## src/rtl/dram_pkg.sv

```systemverilog
// Shared definitions for the multi-port DRAM arbiter: FSM encoding, DRAM bus
// widths and offset helpers for the flattened per-port request buses.
package dram_pkg;

  typedef enum logic [1:0] {
    ST_IDLE  = 2'd0,
    ST_ISSUE = 2'd1,
    ST_WAIT  = 2'd2
  } arb_state_e;

  localparam int DRAM_DW  = 32;
  localparam int DRAM_BEW = 4;

  // Low bit of port `port` in a bus made of `width`-bit fields per port.
  function automatic int slice_lo(input int port, input int width);
    return port * width;
  endfunction

endpackage

```

## src/rtl/rr_pick.sv

```systemverilog
// Combinational NPORT-wide picker: round-robin from i_ptr when RR != 0,
// otherwise fixed priority with port 0 highest.
module rr_pick #(
  parameter int NPORT = 2,
  parameter int PW    = 1,
  parameter int RR    = 1
) (
  input  logic [NPORT-1:0] i_req,
  input  logic [PW-1:0]    i_ptr,
  output logic [NPORT-1:0] o_gnt,
  output logic [PW-1:0]    o_idx
);

  logic          w_found;
  logic [PW-1:0] w_sel;

  always_comb begin
    o_gnt   = '0;
    o_idx   = '0;
    w_found = 1'b0;
    w_sel   = '0;
    for (int k = 0; k < NPORT; k++) begin
      // Candidate order starts at the pointer and wraps at NPORT, not at 2**PW.
      if (RR != 0) w_sel = PW'((int'(i_ptr) + k) % NPORT);
      else         w_sel = PW'(k);
      if (!w_found && i_req[w_sel]) begin
        w_found      = 1'b1;
        o_gnt[w_sel] = 1'b1;
        o_idx        = w_sel;
      end
    end
  end

endmodule

```

## src/rtl/dram_port_arbiter.sv

```systemverilog
// N-port DRAM arbiter: one buffered request per port, serialised onto the
// single DRAM port, with read data / write acknowledge routed back to the owner.
module dram_port_arbiter
  import dram_pkg::*;
#(
  parameter int NPORT     = 2,
  parameter int MEM_SCALE = 27,
  parameter int RR        = 1
) (
  input  logic                        clk,
  input  logic                        rst_x,
  input  logic [NPORT-1:0]            p_oe,
  input  logic [NPORT*MEM_SCALE-1:0]  p_addr,
  input  logic [NPORT*DRAM_DW-1:0]    p_wdata,
  input  logic [NPORT*DRAM_BEW-1:0]   p_we,
  output logic [DRAM_DW-1:0]          p_rdata,
  output logic [NPORT-1:0]            p_valid,
  output logic [NPORT-1:0]            p_written,
  output logic [NPORT-1:0]            p_busy,
  output logic                        overflow,
  output logic                        dram_oe,
  output logic [MEM_SCALE-1:0]        dram_addr,
  output logic [DRAM_DW-1:0]          dram_wdata,
  output logic [DRAM_BEW-1:0]         dram_we,
  input  logic [DRAM_DW-1:0]          dram_rdata,
  input  logic                        dram_valid,
  input  logic                        dram_written
);

  localparam int PW = (NPORT > 1) ? $clog2(NPORT) : 1;

  arb_state_e r_state, w_state_nxt;

  logic [NPORT-1:0]     r_pend, w_acc, w_clr, w_gnt, r_gnt_oh;
  logic [PW-1:0]        w_idx, r_g, r_ptr;
  logic                 r_is_wr, w_grant, w_done, w_ovf;

  logic [MEM_SCALE-1:0] r_addr  [NPORT];
  logic [DRAM_DW-1:0]   r_wdata [NPORT];
  logic [DRAM_BEW-1:0]  r_we    [NPORT];

  logic [DRAM_DW-1:0]   r_p_rdata;
  logic [NPORT-1:0]     r_p_valid, r_p_written;
  logic                 r_ovf, r_dram_oe;
  logic [MEM_SCALE-1:0] r_dram_addr;
  logic [DRAM_DW-1:0]   r_dram_wdata;
  logic [DRAM_BEW-1:0]  r_dram_we;

  rr_pick #(
    .NPORT (NPORT),
    .PW    (PW),
    .RR    (RR)
  ) u_pick (
    .i_req (r_pend),
    .i_ptr (r_ptr),
    .o_gnt (w_gnt),
    .o_idx (w_idx)
  );

  always_ff @(posedge clk or negedge rst_x) begin
    if (!rst_x) r_state <= ST_IDLE;
    else        r_state <= w_state_nxt;
  end

  always_comb begin
    w_state_nxt = r_state;
    w_grant     = 1'b0;
    w_done      = 1'b0;
    case (r_state)
      ST_IDLE: begin
        if (|r_pend) begin
          w_grant     = 1'b1;
          w_state_nxt = ST_ISSUE;
        end
      end
      ST_ISSUE: w_state_nxt = ST_WAIT;
      ST_WAIT: begin
        // Only the strobe matching the transaction type completes it.
        if (r_is_wr ? dram_written : dram_valid) begin
          w_done      = 1'b1;
          w_state_nxt = ST_IDLE;
        end
      end
      default: w_state_nxt = ST_IDLE;
    endcase
  end

  // A completion frees its port in the same cycle, so a re-request there is accepted.
  always_comb begin
    w_clr = w_done ? r_gnt_oh : '0;
    w_acc = p_oe & (~r_pend | w_clr);
    w_ovf = |(p_oe & r_pend & ~w_clr);
  end

  always_ff @(posedge clk or negedge rst_x) begin
    if (!rst_x) begin
      for (int i = 0; i < NPORT; i++) begin
        r_addr[i]  <= '0;
        r_wdata[i] <= '0;
        r_we[i]    <= '0;
      end
    end else begin
      for (int i = 0; i < NPORT; i++) begin
        if (w_acc[i]) begin
          r_addr[i]  <= p_addr[slice_lo(i, MEM_SCALE) +: MEM_SCALE];
          r_wdata[i] <= p_wdata[slice_lo(i, DRAM_DW) +: DRAM_DW];
          r_we[i]    <= p_we[slice_lo(i, DRAM_BEW) +: DRAM_BEW];
        end
      end
    end
  end

  always_ff @(posedge clk or negedge rst_x) begin
    if (!rst_x) begin
      r_pend       <= '0;
      r_ovf        <= 1'b0;
      r_ptr        <= '0;
      r_g          <= '0;
      r_gnt_oh     <= '0;
      r_is_wr      <= 1'b0;
      r_dram_oe    <= 1'b0;
      r_dram_addr  <= '0;
      r_dram_wdata <= '0;
      r_dram_we    <= '0;
      r_p_valid    <= '0;
      r_p_written  <= '0;
      r_p_rdata    <= '0;
    end else begin
      r_pend      <= (r_pend & ~w_clr) | w_acc;
      r_ovf       <= r_ovf | w_ovf;
      r_dram_oe   <= w_grant;
      r_p_valid   <= (w_done && !r_is_wr) ? r_gnt_oh : '0;
      r_p_written <= (w_done &&  r_is_wr) ? r_gnt_oh : '0;
      if (w_done && !r_is_wr) r_p_rdata <= dram_rdata;
      if (w_grant) begin
        r_g          <= w_idx;
        r_gnt_oh     <= w_gnt;
        r_is_wr      <= |r_we[w_idx];
        r_dram_addr  <= r_addr[w_idx];
        r_dram_wdata <= r_wdata[w_idx];
        r_dram_we    <= r_we[w_idx];
      end
      if (r_state == ST_ISSUE) r_ptr <= (r_g == PW'(NPORT - 1)) ? '0 : r_g + 1'b1;
    end
  end

  assign p_busy     = r_pend;
  assign overflow   = r_ovf;
  assign dram_oe    = r_dram_oe;
  assign dram_addr  = r_dram_addr;
  assign dram_wdata = r_dram_wdata;
  assign dram_we    = r_dram_we;
  assign p_valid    = r_p_valid;
  assign p_written  = r_p_written;
  assign p_rdata    = r_p_rdata;

endmodule

```

## config.mk

```make
export PLATFORM = sky130hd
export DESIGN_NAME = dram_port_arbiter
export DESIGN_NICKNAME = d
export VERILOG_FILES = /design/src/rtl/dram_pkg.sv /design/src/rtl/rr_pick.sv /design/src/rtl/dram_port_arbiter.sv
export SDC_FILE = /design/constraint.sdc
export NUM_CORES = 1
export LEC_CHECK = 0
export BUFFER_PORTS_ARGS = -buffer_cell sky130_fd_sc_hd__buf_2
export CORE_MARGIN = 2
export CORE_UTILIZATION = 56
export DETAILED_ROUTE_END_ITERATION = 10
export PLACE_DENSITY = 0.85
export SKIP_LAST_GASP = 1
export SLEW_MARGIN = 15
export SYNTH_ARGS = -nofsm -noshare
export SYNTH_HDL_FRONTEND = slang
export SYNTH_SLANG_ARGS = --single-unit
```

## constraint.sdc

```tcl
create_clock -name clk -period 3.1 [get_ports clk]
set_input_delay 0.465 -clock clk [delete_from_list [all_inputs] [get_ports clk]]
set_output_delay 0.465 -clock clk [all_outputs]
set_load 0.05 [all_outputs]
```

==> qor.csv, run 1 <==
metric,value,unit
status,"complete, but fails checks",
failing checks,negative hold slack,
post-DP HPWL,14.2,mm
routed len/inst,18.0,um
Initial DRT Pass Iterations,4,
"commonest non-fill, non-tap cell in the layout",buf_2,
P&R area growth vs syn,23.9,%
fin crit period,2.09,ns
WL final,21.0,mm
Final Hold Viols,9,
unrepaired setup endpoints after global routing,false,
CP Launch Type,flip-flop,
Residual DRC,0,
Max Root-Sink Buffers,3,
CTS tree,built,
largest net degree at the start of global routing,104,
GP Congestion,0.776,
critical path peak fanout,16,
Syn Nets,828,
Min-Delay Path Class,in -> async,
Pins Over Slew Limit,0,
Cell Rows,47,
Tcrit/Tclk final,67.6,%
first-pass GRT wire length,33.2,mm
count of distinct cell types in the synthesized netlist,32,
Hold WS,-0.0111,ns
"Setup Fix Bufs, Post-CTS",0,
Vert. Die Dim,134,um
die area,0.0180,sq mm
number of global-route vias before repair,6374,
post-synth top area share,62.4,%
"commonest non-fill, non-tap cells in the layout","buf_2 (265), dfrtp_1 (236), mux2_2 (146), nand2_1 (68), mux2i_1 (63)",
Critical Path AT,2.44,ns
type of destination of the critical path,flip-flop,
"top cells by area, synth","dfrtp_1 (62%), mux2_2 (17%), mux2i_1 (6.7%)",
initial antenna violation count,5,
FF+latch area,0.00591,sq mm
final instance area,0.0117,sq mm
Initial Util,57.3,%
maximum vdd drop,0.775,mV
Synth area leader,dfrtp_1,
GRT overflow,0,
Die Wd,134,um
GRT Util Overall,23.4,%
CTS resizes,0,
Mapped Cells,664,
Clock transition at path regs,0.06,ns
Final ANT Viol Nets,0,
"FF+latch count, synth",236,
worst-margin pin slew,0.778,ns
NumNets Final,1097,
Synth Area per Inst,14.2,sq um
DP Area,0.0109,sq mm
core area,0.0165,sq mm
number of DRC markers in iteration 0,166,
# clock sinks,236,
sequential fraction of the synthesis area,62.4,%
Rel. slew slack,48.1,%
IO buf count,266,
Ports,267,
H-tree levels,1,
share of cells above drive strength 1,49.8,%
DR vias/cell,5.26,
Multi-input gate area,0.00326,sq mm
Setup-failing EPs final,0,
CTS Hold Bufs,0,
Crit Path Class,reg -> reg,
CTS buffer count,25,
Vias,6168,
synthesized area,0.00946,sq mm
Max Freq,477,MHz
PwrDens,1230,mW/mm^2
setup TNS,0,ns
clock root cell,clkbuf_16,
Clock Latency Late Sink,0.51,ns
Ys Warns,0,
WP data required,3.45,ns
LEAKAGE,0.00580,uW
Max Cap Viol,0,
fillers,1161,
Setup Skew,0.00721,ns
-- cell families (layout without fill, tap and decap cells) --
| logic type | count (synthesis) | in the layout | synth area share, % |
|---|---|---|---|
| muxes | 222 | 222 | 25.6 |
| and+or+nand+nor | 89 | 89 | 4.05 |
| buffers and inverters | 41 | 326 | 3.66 |
| other | 0 | 3 | 0 |
| AOI/OAI and AO/OA | 76 | 76 | 4.24 |
| DFF | 236 | 236 | 62.4 |
-- flip-flops by register name (all words and copies together) (netlist names) --
name	count
r_gnt_oh	2
r_is_wr	1
p_valid	2
dram_oe	1
dram_wdata	32
p_busy	2
overflow	1
r_addr	54
r_we	8
r_wdata	64
r_state	2
p_rdata	32
p_written	2
dram_we	4
r_ptr	1
r_g	1
dram_addr	27
-- power breakdown --
part / internal (uW) / switching [uW]
clock: 1660 / 1170
sequential: 4590 / 810
combinational: 2160 / 4000
-- path summary, 6_finish.rpt --
check / start / slack, ns / cells after the start / end
setup / recovery: p_busy[0]$_DFF_PN0_ / 1.01 / 5 / dram_addr[26]$_DFFE_PN0P_
max in group asynchronous: rst_x / 2.32 / 2 / dram_addr[20]$_DFFE_PN0P_
setup reg to reg: p_busy[0]$_DFF_PN0_ / 1.01 / 5 / dram_addr[26]$_DFFE_PN0P_
hold / removal: rst_x / -0.01 / 1 / dram_wdata[13]$_DFFE_PN0P_
hold reg to reg: r_g$_DFFE_PN0P_ / 0.47 / 1 / r_g$_DFFE_PN0P_
min in group clk: p_wdata[54] / 0.17 / 2 / r_wdata[22]$_DFFE_PN0P_
-- cell usage after synthesis --
library cell,instances
a21boi_1,1
and3b_1,2
nand2b_1,2
or4_1,1
dfrtp_1,236
o211ai_1,1
o21ai_1,15
and2_1,2
nor2b_1,1
nor3b_2,1
o21ai_0,53
mux2_2,146
buf_4,7
clkbuf_1,8
clkbuf_4,1
buf_1,4
mux2_1,12
and3_2,2
a21o_1,4
nor2_1,6
a21boi_2,1
inv_1,3
buf_6,8
buf_12,6
a21oi_1,1
nor3_1,1
nand3_1,2
mux2i_1,63
buf_2,4
nor4_1,1
mux2_4,1
nand2_1,68
-- per-stage QoR --
step                      instances  util, %  total power, uW  hold slack, ns  setup WS, ns
after floorplan                 664        -            10100           0.169          1.34
after global placement         1126     66.2            11400           0.449          1.08
after detailed placement       1126     66.2            11600           0.461          1.03
after CTS                      1169     70.9            14500          0.0268         0.984
after global routing           1172     71.0            15200          0.0729         0.861
final                          1172     71.0            14400         -0.0111          1.01
-- routing by layer --
layer	vias to the layer above	part of all wire (%)	GRT usage (%)
li1	2864	-	-
met1	3022	40	29.2
met2	231	48	39.0
met3	49	8.7	7.37
met4	2	2.9	7.98
met5	-	0.052	0
-- worst max-delay path, stage by stage, from the launching register on --
cell and delay [ns]:
dfrtp_1 0.52, inv_1 0.12, o21ai_4 0.56, buf_4 0.39, mux2i_1 0.23, o21ai_0 0.11
-- cell type report --
cell class	count	area share, %
timing repair buffer	280	12.7
clock buffer	33	5.93
sequential	236	50.4
clock inverter	10	0.768
tap	220	2.35
inverter	3	0.0960
multi-input combinational	387	27.8
antenna	3	0.0640
(Power assumes the default switching activity.)
==> run 2, diff against run 1 <==
- ABC_AREA: default -> 1
- CORE_UTILIZATION: 56 -> 52
- PLACE_DENSITY: 0.85 -> 0.79
- clock period: 3.1 -> 2.2 ns (I/O delays scaled with it)
==> run 2 against run 1 <==
The run now ends clean; die area is 11% higher; combinational power is 51% higher; area after synthesis is 3.4% higher; sequential power is 39% higher; global-route usage is 2.0 points higher; largest power group unchanged.
==> qor.csv, run 2 <==
metric,value,unit,change
Critical Path AT,2.22,ns,was 2.44 ns
H-tree levels,1,,unchanged
core area,0.0186,sq mm,was 0.0165 sq mm
Residual DRC,0,,unchanged
PwrDens,1740,mW/mm^2,was 1230 mW/mm^2
post-DP HPWL,16.4,mm,was 14.2 mm
Syn Nets,1190,,was 828
clock root cell,clkbuf_16,,unchanged
max FFs per register,64,,unchanged
"FF+latch count, synth",236,,unchanged
Synth Area per Inst,9.53,sq um,was 14.2 sq um
LEAKAGE,0.00638,uW,was 0.00580 uW
Ys Warns,0,,unchanged
synthesized area,0.00978,sq mm,was 0.00946 sq mm
Max Root-Sink Buffers,3,,unchanged
Mapped Cells,1026,,was 664
share of cells above drive strength 1,30.2,%,was 49.8%
final instance area,0.0120,sq mm,was 0.0117 sq mm
"Critical Path, Cell by Cell",nor2_2 -> nor2_4 -> inv_2 -> buf_12 -> nand2_1 -> o21ai_1,,was inv_1 -> o21ai_4 -> buf_4 -> mux2i_1 -> o21ai_0
CP Buf/Inv Count,2,,unchanged
CTS resizes,0,,unchanged
"commonest non-fill, non-tap cell in the layout",nand2_1,,was buf_2
Final Hold Viols,0,,was 9
"commonest non-fill, non-tap cells in the layout","nand2_1 (334), buf_2 (265), dfrtp_1 (236), nand3_1 (132), o21ai_1 (95)",,"was buf_2 (265), dfrtp_1 (236), mux2_2 (146), nand2_1 (68), mux2i_1 (63)"
"slowest stage delay, CP",0.49,ns,was 0.56 ns
"EDFF count, synth",0,,unchanged
IO buf count,266,,unchanged
Gate power share,44.2,%,was 42.8%
critical path peak fanout,34,,was 16
WP data required,2.63,ns,was 3.45 ns
initial antenna violation count,4,,was 5
die area,0.0199,sq mm,was 0.0180 sq mm
Max Cap Viol,0,,unchanged
Synth area leader,dfrtp_1,,unchanged
worst-margin pin slew,0.658,ns,was 0.778 ns
Cell Rows,50,,was 47
Setup-failing EPs final,0,,unchanged
largest net degree at the start of global routing,71,,was 104
P&R area growth vs syn,23.2,%,was 23.9%
GP Congestion,0.831,,was 0.776
maximum vdd drop,0.827,mV,was 0.775 mV
Post-Layout Cell Count,1525,,was 1172
FF+latch area,0.00591,sq mm,unchanged
GRT Util Overall,25.4,%,was 23.4%
Post-synth top cells,"nand2_1 (335), dfrtp_1 (236), nand3_1 (132)",,"was dfrtp_1 (236), mux2_2 (146), nand2_1 (68)"
sequential fraction of the synthesis area,60.4,%,was 62.4%
Max Freq,557,MHz,was 477 MHz
placed cells,1477,,was 1126
Rel. slew slack,56.1,%,was 48.1%
Internal Pwr Total,11500,uW,was 8410 uW
status,finished clean,,"was complete, but fails checks"
Min-Delay Path Class,in -> reg,,was in -> async
first-pass GRT wire length,40.5,mm,was 33.2 mm
number of global-route vias before repair,8013,,was 6374
HP Start,dram_rdata[30],,
CTS buffer count,25,,unchanged
Pwr Total,21000,uW,was 14400 uW
WL final,25.5,mm,was 21.0 mm
Clock transition at path regs,0.06,ns,about the same
slowest cell on the critical path,dfrtp_1,,was o21ai_4
Die Wd,141,um,was 134 um
Multi-input gate area,0.00335,sq mm,was 0.00326 sq mm
unrepaired setup endpoints after global routing,false,,unchanged
CP Launch Type,flip-flop,,unchanged
Initial Util,52.6,%,was 57.3%
NumNets Final,1435,,was 1097
Tcrit/Tclk final,81.6,%,was 67.6%
fillers,1567,,was 1161
asr flop ratio synth,100,%,unchanged
"top cells by area, synth","dfrtp_1 (60%), nand2_1 (13%), nand3_1 (6.8%)",,"was dfrtp_1 (62%), mux2_2 (17%), mux2i_1 (6.7%)"
type of destination of the critical path,flip-flop,,unchanged
Pins Over Slew Limit,0,,unchanged
# clock sinks,236,,unchanged
"Most flops, register",r_wdata,,unchanged
DP Area,0.0112,sq mm,was 0.0109 sq mm
Post-Route Utilization,64.8,%,was 71.0%
count of distinct cell types in the synthesized netlist,27,,was 32
top-count cell post-synth,nand2_1,,was dfrtp_1
cell family with most CP delay,buffers and inverters,,was compound AO/OA/AOI/OAI gates
worst reg2reg path startpoint,p_busy[1]$_DFF_PN0_,,was p_busy[0]$_DFF_PN0_
GRT overflow,0,,unchanged
Setup Skew,0.0115,ns,was 0.00721 ns
"Primary FF master, synth",dfrtp_1,,unchanged
DR vias/cell,5.31,,was 5.26
Initial DRT Pass Iterations,4,,unchanged
Critical Path Source,p_busy[1]$_DFF_PN0_,,was p_busy[0]$_DFF_PN0_
Ports,267,,unchanged
biggest regs,"r_wdata (64), r_addr (54)",,unchanged
clock power share,20.1,%,was 19.7%
fin crit period,1.80,ns,was 2.09 ns
setup TNS,0,ns,unchanged
sequential share of power,35.7,%,was 37.5%
Vias,8105,,was 6168
switching part of the total,45.3,%,was 41.6%
number of DRC markers in iteration 0,425,,was 166
Final ANT Viol Nets,0,,unchanged
Vert. Die Dim,141,um,was 134 um
CTS tree,built,,unchanged
Sw Pwr,9520,uW,was 5980 uW
post-synth top area share,60.4,%,was 62.4%
routed len/inst,16.7,um,was 18.0 um
Clock Latency Late Sink,0.51,ns,about the same
Crit Path Class,reg -> reg,,unchanged
-- run 2: layer usage --
| layer | vias to the layer above | wire (um) | global-route usage, % |
|---|---|---|---|
| met5 | - | 7 | 0 |
| met4 | 2 | 681 | 8.16 |
| met3 | 47 | 1900 | 4.93 |
| met2 | 313 | 12400 | 42.9 |
| met1 | 3911 | 10500 | 33.4 |
| li1 | 3832 | - | - |
-- run 2: power by group through the flow --
| stage | registers [uW] | logic, uW | clock network, uW |
|---|---|---|---|
| 3_3_place_gp | 7450 | 9090 | 0 |
| 5_1_grt | 7700 | 10100 | 4490 |
| 3_5_place_dp | 7500 | 9340 | 0 |
| 6_report | 7500 | 9290 | 4230 |
| 4_1_cts | 7480 | 9360 | 4310 |
| 2_1_floorplan | 10300 | 4250 | 0 |
-- run 2: final timing paths --
check / endpoint / slack (ns) / cells after the start
worst max-delay path: dram_wdata[12]$_DFFE_PN0P_ / 0.40 / 6
worst min-delay path: p_rdata[30]$_DFFE_PN0P_ / 0.04 / 2
worst max register to register: dram_wdata[12]$_DFFE_PN0P_ / 0.40 / 6
worst min register to register: r_addr[53]$_DFFE_PN0P_ / 0.46 / 2
max in group asynchronous: p_rdata[4]$_DFFE_PN0P_ / 1.04 / 3
min in group asynchronous: r_addr[11]$_DFFE_PN0P_ / 0.32 / 2
-- run 2: stage by stage --
stage,hold slack (ns),setup WS (ns)
global route,0.0367,0.264
detailed placement,0.267,0.439
floorplan,0.0344,0.624
CTS,0.0245,0.421
global placement,0.267,0.530
finish,0.0384,0.405
-- run 2: timing repair --
| item | CTS | global route |
|---|---|---|
| setup buffers | 0 | 0 |
| endpoints found under the hold margin | 46 | 0 |
| hold buffers | 1 | 0 |
-- run 2: area by class of cell --
class	instances	share of cell area, %
Sequential cell	236	49.0
Multi-Input combinational cell	705	27.8
Inverter	15	0.467
Tap cell	234	2.43
Antenna cell	3	0.0623
Timing Repair Buffer	288	13.3
Clock inverter	5	0.623
Clock buffer	39	6.29
-- run 2: cell families after synthesis --
logic type	Yosys count	share of synthesized area, %
compound gates	126	7.25
buf+inv	85	5.36
flops	236	60.4
mux	32	3.68
simple gates	547	23.3
